===== config.mk =====
export PLATFORM = sky130hd
export DESIGN_NAME = serial_alu_flat
export DESIGN_NICKNAME = d
export VERILOG_FILES = /design/src/rtl/serial_alu_if.sv /design/src/rtl/serial_alu.sv /design/src/flat_wrapper.sv
export SDC_FILE = /design/constraint.sdc
export NUM_CORES = 1
export LEC_CHECK = 0
export CORE_UTILIZATION = 37
export CTS_CLUSTER_DIAMETER = 150
export CTS_CLUSTER_SIZE = 20
export DETAILED_ROUTE_END_ITERATION = 12
export PLACE_DENSITY = 0.68
export RECOVER_POWER = 50
export SLEW_MARGIN = 20
export SYNTH_ARGS = -nofsm -noshare
export SYNTH_HDL_FRONTEND = slang
export SYNTH_SLANG_ARGS = --single-unit

===== constraint.sdc =====
create_clock -name clk -period 4.25 [get_ports clk]
set_input_delay 0.85 -clock clk [delete_from_list [all_inputs] [get_ports clk]]
set_output_delay 0.85 -clock clk [all_outputs]
set_load 0.03 [all_outputs]

===== src/rtl/serial_alu_if.sv =====
// serial_alu_if: request/response bundle for the bit-serial ALU.
//   in_valid/in_ready  - request handshake qualifying op, a, b
//   op, a, b           - operation select and operands
//   out_valid/out_ready- response handshake qualifying result and flags
//   result, zero, carry, overflow - registered result and flags
// Modports: master drives requests and consumes results, slave is the ALU.
interface serial_alu_if #(
  parameter int WIDTH = 16
);
  logic             in_valid;
  logic             in_ready;
  logic [2:0]       op;
  logic [WIDTH-1:0] a;
  logic [WIDTH-1:0] b;
  logic             out_valid;
  logic             out_ready;
  logic [WIDTH-1:0] result;
  logic             zero;
  logic             carry;
  logic             overflow;

  modport master (
    output in_valid, op, a, b, out_ready,
    input  in_ready, out_valid, result, zero, carry, overflow
  );

  modport slave (
    input  in_valid, op, a, b, out_ready,
    output in_ready, out_valid, result, zero, carry, overflow
  );
endinterface


===== src/rtl/serial_alu.sv =====
// serial_alu: bit-serial ALU, one operand bit per clock, LSB first, through
// a single 1-bit slice with a registered carry.
// Ports:
//   clk   - system clock, rising edge
//   rst_n - asynchronous active-low reset
//   bus   - serial_alu_if.slave: in_valid/in_ready accept op, a, b;
//           out_valid/out_ready deliver result, zero, carry, overflow.
// Ops: 000 AND, 001 OR, 010 ADD, 011 SUB, 100 XOR, 101 NOR, 110 SLT, 111 PASS_A.
// An accepted request spends WIDTH cycles in RUN, then holds its result in
// DONE until the consumer takes it.
module serial_alu #(
  parameter int WIDTH = 16
) (
  input  logic        clk,
  input  logic        rst_n,
  serial_alu_if.slave bus
);

  localparam int CNT_W = $clog2(WIDTH);
  localparam logic [CNT_W-1:0] LAST = CNT_W'(WIDTH - 1);

  localparam logic [2:0] OP_AND  = 3'b000;
  localparam logic [2:0] OP_OR   = 3'b001;
  localparam logic [2:0] OP_ADD  = 3'b010;
  localparam logic [2:0] OP_SUB  = 3'b011;
  localparam logic [2:0] OP_XOR  = 3'b100;
  localparam logic [2:0] OP_NOR  = 3'b101;
  localparam logic [2:0] OP_SLT  = 3'b110;
  localparam logic [2:0] OP_PASS = 3'b111;

  typedef enum logic [1:0] {IDLE, RUN, DONE} state_t;

  state_t           state, state_nx;
  logic [CNT_W-1:0] cnt;
  logic [2:0]       op_q;
  logic [WIDTH-1:0] a_q, b_q;
  logic [WIDTH-1:1] sh_q, sh_nx;
  logic             cy_q;

  logic             bit_out, cout, v_int, last;
  logic [WIDTH-1:0] res_fin;
  logic             c_fin, v_fin;

  logic [WIDTH-1:0] res_q;
  logic             zero_q, carry_q, ovf_q;

  // SUB and SLT run as a + ~b + 1: b is inverted here and carry starts at 1.
  function automatic logic subtracts(input logic [2:0] o);
    return (o == OP_SUB) || (o == OP_SLT);
  endfunction

  // One-bit ALU slice; returns {carry_out, result_bit}.
  function automatic logic [1:0] alu_slice(input logic [2:0] o, input logic x,
                                           input logic y, input logic ci);
    logic yb, s, co, r;
    yb = y ^ subtracts(o);
    s  = x ^ yb ^ ci;
    co = (x & yb) | (x & ci) | (yb & ci);
    case (o)
      OP_AND:  r = x & y;
      OP_OR:   r = x | y;
      OP_XOR:  r = x ^ y;
      OP_NOR:  r = ~(x | y);
      OP_PASS: r = x;
      default: r = s;
    endcase
    return {co, r};
  endfunction

  assign last = (cnt == LAST);

  // Slice evaluation and the final result/flags as they would be latched
  // on the last RUN edge.
  always_comb begin
    {cout, bit_out} = alu_slice(op_q, a_q[0], b_q[0], cy_q);
    v_int   = cy_q ^ cout;
    res_fin = {bit_out, sh_q};
    c_fin   = 1'b0;
    v_fin   = 1'b0;
    case (op_q)
      OP_ADD, OP_SUB: begin
        c_fin = cout;
        v_fin = v_int;
      end
      OP_SLT:  res_fin = {{(WIDTH-1){1'b0}}, bit_out ^ v_int};
      default: ;
    endcase
  end

  // New bits enter at the top so that after WIDTH shifts bit 0 is at the LSB.
  always_comb begin
    sh_nx = sh_q;
    for (int i = 1; i < WIDTH - 1; i++) sh_nx[i] = sh_q[i+1];
    sh_nx[WIDTH-1] = bit_out;
  end

  always_comb begin
    state_nx = state;
    case (state)
      IDLE:    if (bus.in_valid) state_nx = RUN;
      RUN:     if (last) state_nx = DONE;
      DONE:    if (bus.out_ready) state_nx = IDLE;
      default: state_nx = IDLE;
    endcase
  end

  always_ff @(posedge clk or negedge rst_n) begin
    if (!rst_n) begin
      state   <= IDLE;
      cnt     <= '0;
      res_q   <= '0;
      zero_q  <= 1'b0;
      carry_q <= 1'b0;
      ovf_q   <= 1'b0;
    end else begin
      state <= state_nx;
      if (state == RUN) cnt <= cnt + CNT_W'(1);
      else              cnt <= '0;
      if (state == RUN && last) begin
        res_q   <= res_fin;
        zero_q  <= (res_fin == '0);
        carry_q <= c_fin;
        ovf_q   <= v_fin;
      end
    end
  end

  // Operand, shift and carry registers carry no reset: they are only
  // observed through res_q, which is written after a full RUN pass.
  always_ff @(posedge clk) begin
    if (state == IDLE && bus.in_valid) begin
      op_q <= bus.op;
      a_q  <= bus.a;
      b_q  <= bus.b;
      cy_q <= subtracts(bus.op);
    end else if (state == RUN) begin
      a_q  <= a_q >> 1;
      b_q  <= b_q >> 1;
      sh_q <= sh_nx;
      cy_q <= cout;
    end
  end

  assign bus.in_ready  = (state == IDLE);
  assign bus.out_valid = (state == DONE);
  assign bus.result    = res_q;
  assign bus.zero      = zero_q;
  assign bus.carry     = carry_q;
  assign bus.overflow  = ovf_q;

endmodule


===== src/flat_wrapper.sv =====
// flat-port wrapper written by rule: the top's interface ports become plain ports
module serial_alu_flat 
#(
  parameter int WIDTH = 16
)
  (clk, rst_n, bus_in_valid, bus_op, bus_a, bus_b, bus_out_ready, bus_in_ready, bus_out_valid, bus_result, bus_zero, bus_carry, bus_overflow);
  serial_alu_if #(.WIDTH(WIDTH)) bus_i ();
  input  logic clk;
  input  logic rst_n;
  input wire logic [$bits(bus_i.in_valid)-1:0] bus_in_valid;
  input wire logic [$bits(bus_i.op)-1:0] bus_op;
  input wire logic [$bits(bus_i.a)-1:0] bus_a;
  input wire logic [$bits(bus_i.b)-1:0] bus_b;
  input wire logic [$bits(bus_i.out_ready)-1:0] bus_out_ready;
  output wire logic [$bits(bus_i.in_ready)-1:0] bus_in_ready;
  output wire logic [$bits(bus_i.out_valid)-1:0] bus_out_valid;
  output wire logic [$bits(bus_i.result)-1:0] bus_result;
  output wire logic [$bits(bus_i.zero)-1:0] bus_zero;
  output wire logic [$bits(bus_i.carry)-1:0] bus_carry;
  output wire logic [$bits(bus_i.overflow)-1:0] bus_overflow;
  assign bus_i.in_valid = bus_in_valid;
  assign bus_i.op = bus_op;
  assign bus_i.a = bus_a;
  assign bus_i.b = bus_b;
  assign bus_i.out_ready = bus_out_ready;
  assign bus_in_ready = bus_i.in_ready;
  assign bus_out_valid = bus_i.out_valid;
  assign bus_result = bus_i.result;
  assign bus_zero = bus_i.zero;
  assign bus_carry = bus_i.carry;
  assign bus_overflow = bus_i.overflow;
  serial_alu #(.WIDTH(WIDTH)) u_core (.clk(clk), .rst_n(rst_n), .bus(bus_i));
endmodule

==> impl_summary.log <==
[metrics] GPL Wtd Cong: 0.739
[metrics] post-DR vias/cell: 4.69
[metrics] number of enable flip-flop cells after synthesis: 51
[metrics] dominant delay contributor by cell family on the critical path: buffers and inverters
[metrics] deepest clock path buffer count: 2
[metrics] Finished Core Util: 0.495
[metrics] average cell area after synthesis: 11.1 um2
[metrics] Yosys Warn Count: 0
[metrics] final standard cell area without fillers: 4090 um2
[metrics] Final Max Slew Viols: 34
[metrics] effective utilization at floorplan: 0.384
[metrics] vias in the first global route: a little over 2000
[metrics] clock insertion delay at the later pin of the skew report: 340 ps
[metrics] worst-case clock skew: 13.2 ps
[metrics] Fmax achieved: around 310 MHz
[metrics] antenna violations before repair: 0
[metrics] overall overflow remaining after global route: 0
[metrics] Crit path required time: 4180 ps
[metrics] total global-route track usage: 0.149
[metrics] final antenna-violating net count: 0
[metrics] post-synth cell types: 36
[metrics] Leak Pwr: 0.00178 uW
[metrics] Synth Flop Type: sky130_fd_sc_hd__edfxtp_1
[metrics] clock sink count: 76
[metrics] worst hold path startpoint: u_core.cnt[0]$_DFF_PN0_
[metrics] Critical R2R Capture: u_core.b_q[9]$_DFFE_PP_
[metrics] crit path max fanout: 33
[metrics] y dimension of the die: 94.6 um
[metrics] Worst EP arrival: 3110 ps
[metrics] Gate Count Post-Synth: between 200 and 300
[metrics] minimum setup slack among reg-to-reg paths: 1470 ps
[metrics] combined buffer and inverter count along the critical path: 3
[metrics] minimum clock period after layout: 3180 ps
[metrics] number of buffers added by the clock tree synthesis step: 9
[metrics] share of cells above drive strength 1: 0.0625
[metrics] post-synthesis register bit count: 76
[metrics] TritonCTS clock tree: yes
[metrics] RSZ-0062 raised after global routing: false
[metrics] IO Count: 60
[metrics] post-CTS setup buffer count: 0
[metrics] cell-by-cell trace of the critical path: dlygate4sd3_1, nand2_1, buf_4, nand2_1, clkbuf_1
[metrics] top-area cell type share of the netlist area: 0.483
[metrics] total setup violations reported at the end of the flow: 0
[metrics] Hold EP: u_core.cnt[0]$_DFF_PN0_
[metrics] number of cells on the worst hold path: 1
[metrics] placed inst area: 3850 um2
[metrics] final setup TNS: 0 ps
[metrics] outcome: finished with violations
[metrics] origin of the critical flop-to-flop path: u_core.state[1]$_DFFE_PN0P_
[metrics] type of the worst setup path: input port to flip-flop
[metrics] violations in the final reports: max-capacitance violations, max-slew violations
[metrics] relative slew slack: -0.188
[metrics] via count: 2144
[metrics] die area: between 8000 and 9000 um2
[metrics] number of failing hold endpoints at the final stage: 0
[metrics] Final period util: 0.748
[metrics] count of inserted antenna diode cells: 0
[metrics] estimated wirelength of the detail-placed design: 3.98 mm
[metrics] area of the mapped netlist: 3170 um2
[metrics] worst reg2reg path depth: 5
[metrics] number of iterations in the first detailed-routing pass: 5
[metrics] Clock H-tree levels: 3
[metrics] area inside the core boundary: 8260 um2
[metrics] x dimension of the die: 94.6 um
[metrics] share of the yosys chip area belonging to registers: 0.681
[metrics] delay of the slowest critical-path stage: 1280 ps
[metrics] total of cells resized after clock tree synthesis: 0
[metrics] Layout Nets: 390
[metrics] Area contributors post-synth: sky130_fd_sc_hd__edfxtp_1, sky130_fd_sc_hd__dfrtp_1, sky130_fd_sc_hd__nand2_1
[metrics] drt drc: 0
[metrics] non-filler instance count after layout: about 460
[metrics] routed length per placed instance: 12.9 um
[metrics] syn nets: 329
[metrics] final WL: 5.89 mm
[metrics] crit-path most repeated cell: sky130_fd_sc_hd__nand2_1
[metrics] clock slew at reported path FFs: around 70 ps
[metrics] type of element capturing the critical path: flip-flop
[metrics] Tightest Hold Check Type: flip-flop to flip-flop
[metrics] critical-path cell with the highest stage delay: sky130_fd_sc_hd__clkbuf_1
[metrics] count of routing violations after the opening detailed-route iteration: 82
[metrics] measured slew at the worst slew-check pin: 1780 ps
[metrics] number of maximum-capacitance violations: 1
[metrics] largest area contributor in the netlist: sky130_fd_sc_hd__edfxtp_1
[metrics] floorplan row count: 33
[metrics] cts hold-fix bufs: 0
[metrics] pin count of the biggest net entering global routing: 38
[metrics] Async S/R FF share, synth: 0.329
[metrics] Port-buffer cells: 59
[metrics] root buffer cell: sky130_fd_sc_hd__clkbuf_8
[metrics] global-route wire length before repair: around 10 mm
[metrics] Pwr Density: between 600 and 700 nW/um2
[metrics] Syn-to-layout area delta: 28.9%
[metrics] most used standard cell by instance count after synthesis: sky130_fd_sc_hd__nand2_1
[metrics] top cells by instance count after synthesis: sky130_fd_sc_hd__nand2_1, sky130_fd_sc_hd__edfxtp_1, sky130_fd_sc_hd__dfrtp_1, sky130_fd_sc_hd__o21ai_0, sky130_fd_sc_hd__nor2_1
[metrics] smallest hold slack: 465 ps
[metrics] cell count after placement: between 400 and 500
[metrics] peak ir drop on the vdd network: 0.000300 V
[metrics] kind of launch point of the worst setup path: input port
[cells in the final DEF (no fill, tap or decap), types with 2 or more instances in the layout]
cell type                         count
sky130_fd_sc_hd__nand2_1            122
sky130_fd_sc_hd__edfxtp_1            51
sky130_fd_sc_hd__clkdlybuf4s50_1     49
sky130_fd_sc_hd__dfrtp_1             25
sky130_fd_sc_hd__o21ai_0             17
sky130_fd_sc_hd__clkbuf_8             9
sky130_fd_sc_hd__dlygate4sd3_1        9
sky130_fd_sc_hd__nor2_1               8
sky130_fd_sc_hd__inv_1                7
sky130_fd_sc_hd__and3_1               4
sky130_fd_sc_hd__xnor2_1              4
sky130_fd_sc_hd__nor4_1               3
sky130_fd_sc_hd__a21oi_1              3
sky130_fd_sc_hd__ha_1                 3
sky130_fd_sc_hd__nand2b_1             2
sky130_fd_sc_hd__nand3_1              2
sky130_fd_sc_hd__xor2_1               2
sky130_fd_sc_hd__o41ai_1              2
sky130_fd_sc_hd__clkbuf_16            2
sky130_fd_sc_hd__inv_6                2
sky130_fd_sc_hd__clkbuf_1             2
[logic make-up (layout without fill, tap and decap cells)]
logic type / after synthesis / count (layout) / share of synthesized area
DFF: 76 / 76 / 0.681
xor gates and xnor gates: 6 / 6 / 0.0166
AOI/OAI and AO/OA: 30 / 30 / 0.0584
adders and majority gates: 4 / 4 / 0.0182
and+or+nand+nor: 152 / 152 / 0.203
buffers and inverters: 18 / 84 / 0.0237
[flip-flops by register name, indices dropped and copies added (netlist names)]
| name | count |
|---|---|
| u_core.op_q | 3 |
| u_core.sh_q | 15 |
| u_core.bus.carry | 1 |
| u_core.bus.result | 16 |
| u_core.cnt | 4 |
| u_core.bus.overflow | 1 |
| u_core.bus.zero | 1 |
| u_core.b_q | 16 |
| u_core.cy_q | 1 |
| u_core.a_q | 16 |
| u_core.state | 2 |
[area by class of cell]
type,instances,area [um2]
repair buffers,61,596
flip-flops and latches,76,2160
clock inverters,5,61.3
fillers,780,4170
inverters,7,26.3
clock buffers,11,174
well taps,105,131
multi-input cells,192,940
[through the flow]
| stage | power [uW] | setup slack (ps) |
|---|---|---|
| 6_report | 2830 | 1070 |
| 5_1_grt | 3040 | 818 |
| 4_1_cts | 2870 | 1570 |
| 3_5_place_dp | 2240 | 1370 |
| 3_3_place_gp | 2210 | 1400 |
| 2_1_floorplan | 1920 | 1790 |
[where the power goes]
group          internal [uW]  total (uW)  leakage [uW]  switching [uW]
logic                    328         809      0.000793             481
clock network            347         626      0.000121             279
registers               1230        1400      0.000865             167
[worst max path at each step]
stage	from	to	slack, ps	depth (start not counted)
2_1_floorplan	u_core.state[0]$_DFFE_PN0P_	u_core.a_q[0]$_DFFE_PP_	1790	4
3_3_place_gp	bus_in_valid	u_core.cy_q$_DFFE_PP_	1400	5
3_5_place_dp	bus_in_valid	u_core.cy_q$_DFFE_PP_	1370	5
4_1_cts	u_core.state[1]$_DFFE_PN0P_	u_core.bus.overflow$_DFFE_PN0P_	1570	4
5_1_grt	bus_in_valid	u_core.b_q[7]$_DFFE_PP_	820	5
6_report	bus_in_valid	u_core.b_q[9]$_DFFE_PP_	1070	5
[metal layers]
layer	track usage	wire length [um]	part of all wire	vias to the layer above
met5	0	0	0	-
met4	0.0530	54	0.0092	0
met3	0.0370	310	0.053	6
met2	0.225	2580	0.44	63
met1	0.210	2950	0.50	980
li1	-	-	-	1095
No activity file was read; power rests on OpenSTA's default activity.
